<file path="config.mk">
export PLATFORM = sky130hd
export DESIGN_NAME = pipe_stage_elastic
export DESIGN_NICKNAME = d
export VERILOG_FILES = /design/src/rtl/pipe_pkg.sv /design/src/rtl/pipe_stage_elastic_sat_counter.sv /design/src/rtl/pipe_stage_elastic.sv
export SDC_FILE = /design/constraint.sdc
export NUM_CORES = 1
export LEC_CHECK = 0
export CAP_MARGIN = 20
export CORE_MARGIN = 2
export CORE_UTILIZATION = 40
export CTS_BUF_LIST = sky130_fd_sc_hd__clkbuf_4 sky130_fd_sc_hd__clkbuf_8
export CTS_CLUSTER_DIAMETER = 100
export CTS_CLUSTER_SIZE = 24
export DETAILED_ROUTE_END_ITERATION = 16
export DONT_BUFFER_PORTS = 1
export GPL_ROUTABILITY_DRIVEN = 0
export PLACE_DENSITY = 0.52
export SYNTH_ARGS = -nofsm -noshare
export SYNTH_HDL_FRONTEND = slang
export SYNTH_SLANG_ARGS = --single-unit
</file>
<file path="constraint.sdc">
create_clock -name clk -period 1.9 [get_ports clk]
set_clock_uncertainty 0.1 [all_clocks]
set_input_delay 0.285 -clock clk [delete_from_list [all_inputs] [get_ports clk]]
set_output_delay 0.285 -clock clk [all_outputs]
set_load 0.01 [all_outputs]
</file>
<file path="src/rtl/pipe_pkg.sv">
// Shared definitions for elastic pipeline stage boundaries.
package pipe_pkg;

    typedef enum logic [1:0] {
        PS_EMPTY = 2'd0,
        PS_ONE   = 2'd1,
        PS_FULL  = 2'd2
    } pipe_state_e;

    // Example stage payload: instantiators pack it into WIDTH bits.
    typedef struct packed {
        logic [31:0] alu_result;
        logic [31:0] store_data;
        logic [4:0]  rd;
        logic        mem_read;
        logic        mem_write;
        logic        reg_write;
    } ex_mem_t;

    localparam int unsigned EX_MEM_W = $bits(ex_mem_t);

    function automatic logic [1:0] state_occupancy(input pipe_state_e s);
        case (s)
            PS_ONE:  return 2'd1;
            PS_FULL: return 2'd2;
            default: return 2'd0;
        endcase
    endfunction

endpackage

</file>
<file path="src/rtl/pipe_stage_elastic_sat_counter.sv">
// Saturating up-counter with synchronous clear and async active-low reset.
module sat_counter #(
    parameter int unsigned W = 16
) (
    input  logic         clk,
    input  logic         rst,
    input  logic         inc,
    input  logic         clear,
    output logic [W-1:0] value
);

    logic [W-1:0] value_q;
    logic [W-1:0] value_d;

    always_comb begin
        value_d = value_q;
        if (clear) begin
            value_d = '0;
        end else if (inc && (value_q != '1)) begin
            value_d = value_q + 1'b1;
        end
    end

    always_ff @(posedge clk or negedge rst) begin
        if (!rst) begin
            value_q <= '0;
        end else begin
            value_q <= value_d;
        end
    end

    assign value = value_q;

endmodule

</file>
<file path="src/rtl/pipe_stage_elastic.sv">
// Elastic valid/ready pipeline register with optional two-entry skid buffer,
// synchronous flush to a NOP payload and a saturating stall counter.
module pipe_stage_elastic
    import pipe_pkg::*;
#(
    parameter int unsigned       WIDTH     = 32,
    parameter logic [WIDTH-1:0]  NOP_VALUE = '0,
    parameter bit                SKID      = 1'b1,
    parameter int unsigned       STALL_W   = 16
) (
    input  logic               clk,
    input  logic               rst,
    input  logic               flush,
    input  logic               in_valid,
    output logic               in_ready,
    input  logic [WIDTH-1:0]   in_data,
    output logic               out_valid,
    input  logic               out_ready,
    output logic [WIDTH-1:0]   out_data,
    output logic [1:0]         occupancy,
    output logic [STALL_W-1:0] stall_cnt
);

    pipe_state_e      state_q, state_d;
    logic [WIDTH-1:0] main_q, main_d;
    logic             in_fire;
    logic             out_fire;

    assign out_valid = (state_q != PS_EMPTY);
    assign out_fire  = out_valid && out_ready;
    assign in_fire   = in_valid && in_ready && !flush;
    assign out_data  = main_q;
    assign occupancy = state_occupancy(state_q);

    generate
        if (SKID) begin : g_skid
            logic [WIDTH-1:0] skid_q, skid_d;

            // Registered-only ready breaks the out_ready -> in_ready path.
            assign in_ready = (state_q != PS_FULL);

            always_comb begin
                state_d = state_q;
                main_d  = main_q;
                skid_d  = skid_q;
                if (flush) begin
                    state_d = PS_EMPTY;
                    main_d  = NOP_VALUE;
                    skid_d  = NOP_VALUE;
                end else begin
                    case (state_q)
                        PS_EMPTY: begin
                            if (in_fire) begin
                                state_d = PS_ONE;
                                main_d  = in_data;
                            end
                        end
                        PS_ONE: begin
                            if (in_fire && out_fire) begin
                                main_d = in_data;
                            end else if (out_fire) begin
                                state_d = PS_EMPTY;
                            end else if (in_fire) begin
                                state_d = PS_FULL;
                                skid_d  = in_data;
                            end
                        end
                        PS_FULL: begin
                            if (out_fire) begin
                                state_d = PS_ONE;
                                main_d  = skid_q;
                            end
                        end
                        default: state_d = PS_EMPTY;
                    endcase
                end
            end

            always_ff @(posedge clk or negedge rst) begin
                if (!rst) begin
                    skid_q <= NOP_VALUE;
                end else begin
                    skid_q <= skid_d;
                end
            end
        end else begin : g_noskid
            assign in_ready = !out_valid || out_ready;

            always_comb begin
                state_d = state_q;
                main_d  = main_q;
                if (flush) begin
                    state_d = PS_EMPTY;
                    main_d  = NOP_VALUE;
                end else if (in_fire) begin
                    state_d = PS_ONE;
                    main_d  = in_data;
                end else if (out_fire) begin
                    state_d = PS_EMPTY;
                end
            end
        end
    endgenerate

    always_ff @(posedge clk or negedge rst) begin
        if (!rst) begin
            state_q <= PS_EMPTY;
            main_q  <= NOP_VALUE;
        end else begin
            state_q <= state_d;
            main_q  <= main_d;
        end
    end

    sat_counter #(
        .W (STALL_W)
    ) u_stall_cnt (
        .clk   (clk),
        .rst   (rst),
        .inc   (out_valid && !out_ready),
        .clear (1'b0),
        .value (stall_cnt)
    );

endmodule

</file>
==> impl_metrics.ini <==
[timing]
max_freq_ghz = 0.570
layout_min_cycle_time_ns = 1.76
drv_slew = 0
rsz0062_at_grt = no
maxSlewHeadroom = 0.769
setup_viol = 0
worstMarginPinSlew_ns = 0.343
timing.final.ws_setup_ns = 0.144
hold_slack_ns = -0.476
finalHoldViolCount = 82
period_share = 0.924
fin_tns_setup_ns = 0

[yosys]
synth_cells = 369
yosysSeqAreaShare = 0.535
yosys_warnings = 0
synth.net_count = 407
syn_area_um2 = 3830
synth.distinct_cells = 33
synth.avg_cell_area_um2 = 10.4
ys_seq_elements = 82

[global_route]
antenna_found_initial = 0
overflow = 0
grt_pass1_wl_um = 14600
grt_pass1_vias = 2867
grt_max_degree = 83
groute.usage.overall = 0.179

[worst_setup_path]
path_cells = nor2b_4 -> buf_6 -> inv_1
r2r.worst_path.cells = 6
slowest_delay_ns = 0.46
worstSetupEndpointType = primary output
critical-path-slowest-cell = dfrtp_2
r2r_setup_slack_ns = 0.16
crit_arrival_ns = 1.37
required_ns = 1.51
start_kind = flop
crit-reg2reg-launch = u_stall_cnt.value[1]
setup.worst_path.start = state_q[1]
crit_path_max_fanout = 15
cp_num_buf_inv = 2
critical_path_class = reg2out
path_delay_family = flip-flops
r2r_end = u_stall_cnt.value[11]

[place]
hpwl_um = 5110
port_buffers = 0
dp_slack_ns = 0.190

[detailed_routing]
dr.pass1.iters = 4
drcViolationCount = 0
wl_per_cell_um = 16.4
via_count = 2795
via_per_inst = 5.11
drt_iter0_markers = 74
final_antenna_net_count = 0
wl_um = 8970

[clock_tree]
numCtsBuffers = 9
root_buffer = clkbuf_8
hold_buffers = 35
clock_path_buffers = 2
clk_pin_slew_worst_paths_ns = 0.09
tritoncts = yes
cts_sinks = 82
htreeDepth = 3
cts_setup_buffers = 0
clock_latency_ns = 0.34

[die]
rows = 35
die_w_um = 102
core-area_um2 = 9280
pin_count = 89
die_height_um = 102
die_area_um2 = 10400
initial_core_util = 0.413

[finish]
drive_gt1_frac = 0.117
syn2layout_area_growth_pct = 21.9
num_antenna_cells = 0
nets = 451
num-fill-cells = 875
post-route-util = 0.503

[power_and_ir_drop]
power.density_nw_per_um2 = 850
p_leak_nw = 1.98
irDropWorstVdd_uv = 332

[hold_path]
hold_path.class = in2async

[flow_run]
max_cap_viol_count = 0

[run_status]
violations = hold timing
outcome = complete, but fails checks
==> cells by family after synthesis <==
| kind of cell | Yosys count | synth area share |
|---|---|---|
| AOI/OAI and AO/OA | 72 | 0.132 |
| and+or+nand+nor | 140 | 0.176 |
| buffers and inverters | 26 | 0.0326 |
| muxes | 33 | 0.0865 |
| adders and majority gates | 1 | 0.00326 |
| DFF | 82 | 0.535 |
| xor gates and xnor gates | 15 | 0.0343 |
==> Yosys cell counts <==
master | instances | area share
nand3_1 | 3 | 0.0039
a31oi_2 | 1 | 0.0033
nand2_1 | 77 | 0.075
buf_4 | 4 | 0.0078
and3_2 | 1 | 0.0020
a21oi_1 | 2 | 0.0026
a221oi_4 | 1 | 0.0069
o31ai_1 | 32 | 0.063
o22a_1 | 1 | 0.0023
buf_2 | 9 | 0.012
clkbuf_2 | 1 | 0.0013
nand2b_1 | 33 | 0.054
dfrtp_1 | 82 | 0.54
nor2b_1 | 4 | 0.0065
clkbuf_1 | 10 | 0.0098
mux2i_1 | 32 | 0.084
nor3_1 | 7 | 0.0091
and4_1 | 1 | 0.0023
or2_2 | 1 | 0.0016
o21ba_2 | 1 | 0.0026
inv_1 | 2 | 0.0020
xor2_1 | 10 | 0.023
mux2_2 | 1 | 0.0029
nand4_1 | 4 | 0.0065
o41ai_4 | 1 | 0.0072
nor2_1 | 3 | 0.0029
o21ai_0 | 32 | 0.042
nand4_2 | 1 | 0.0033
nor4_1 | 3 | 0.0049
xnor2_1 | 5 | 0.011
ha_1 | 1 | 0.0033
o41a_1 | 1 | 0.0029
and3_1 | 2 | 0.0033
==> worst register-to-register path, cell delays in order, from the launching register on <==
cell and delay [ns]:
dfrtp_1 0.37, ha_1 0.21, nand4_1 0.18, o41ai_4 0.34
buf_4 0.20, nor3_1 0.07, xor2_1 0.15
==> timing repair <==
action	CTS	global route
endpoints found under the setup margin	1	1
gates resized for setup	1	1
endpoints found under the hold margin	148	82
==> metal layers <==
| metal | share of wire | up-vias | global-route usage |
|---|---|---|---|
| li1 | - | 1362 | - |
| met1 | 0.48 | 1359 | 0.253 |
| met2 | 0.45 | 66 | 0.275 |
| met3 | 0.058 | 8 | 0.0410 |
| met4 | 0.010 | 0 | 0.0595 |
| met5 | 0 | - | 0 |
==> power breakdown <==
| group | total (mW) | internal [mW] | leakage [nW] | switching, mW |
|---|---|---|---|---|
| clock network | 1.34 | 0.685 | 0.106 | 0.653 |
| logic | 0.581 | 0.286 | 0.802 | 0.294 |
| registers | 2.05 | 1.91 | 1.07 | 0.138 |
==> registers in the layout (all words and copies together), names as in the netlist <==
name and count:
state_q 2, u_stall_cnt.value 16, g_skid.skid_q 32, out_data 32
==> cells in the final DEF (no fill, tap or decap), types with 4 or more instances in the layout <==
cell           count
buf_12             4
buf_4             18
clkbuf_8          11
dfrtp_1           81
dlygate4sd3_1     34
mux2i_1           32
nand2_1           77
nand2b_1          33
nand4_1            4
nor3_1             7
o21ai_0           32
o31ai_1           32
xnor2_1            5
xor2_1            10
==> through the flow <==
stage          instance area (um2)  hold slack [ns]  power [mW]  cells
3_5_place_dp                  4100           -0.108        2.59    496
5_1_grt                       4670           -0.501        4.17    547
6_report                      4670           -0.476        3.97    547
2_1_floorplan                 3830           -0.111        2.42    369
4_1_cts                       4670           -0.498        4.03    547
3_3_place_gp                  4100           -0.108        2.58    496
==> how the worst max path moves through the flow <==
stage / end / slack [ns] / cells past startpoint
2_1_floorplan: u_stall_cnt.value[15] / 0.1 / 5
3_3_place_gp: u_stall_cnt.value[15] / 0.22 / 6
3_5_place_dp: u_stall_cnt.value[15] / 0.19 / 6
4_1_cts: in_ready / 0.03 / 3
5_1_grt: u_stall_cnt.value[9] / 0.04 / 6
6_report: in_ready / 0.14 / 3
==> cell type report <==
cell class | instances | area, um2 | share of cell area
multi-input cells | 261 | 1670 | 0.358
well taps | 129 | 161 | 0.0345
clock buffers | 11 | 151 | 0.0324
clock inverters | 5 | 60.1 | 0.0129
flip-flops and latches | 82 | 2050 | 0.439
repair buffers | 57 | 567 | 0.121
inverters | 2 | 7.51 | 0.00161
No activity file was read; power rests on OpenSTA's default activity.
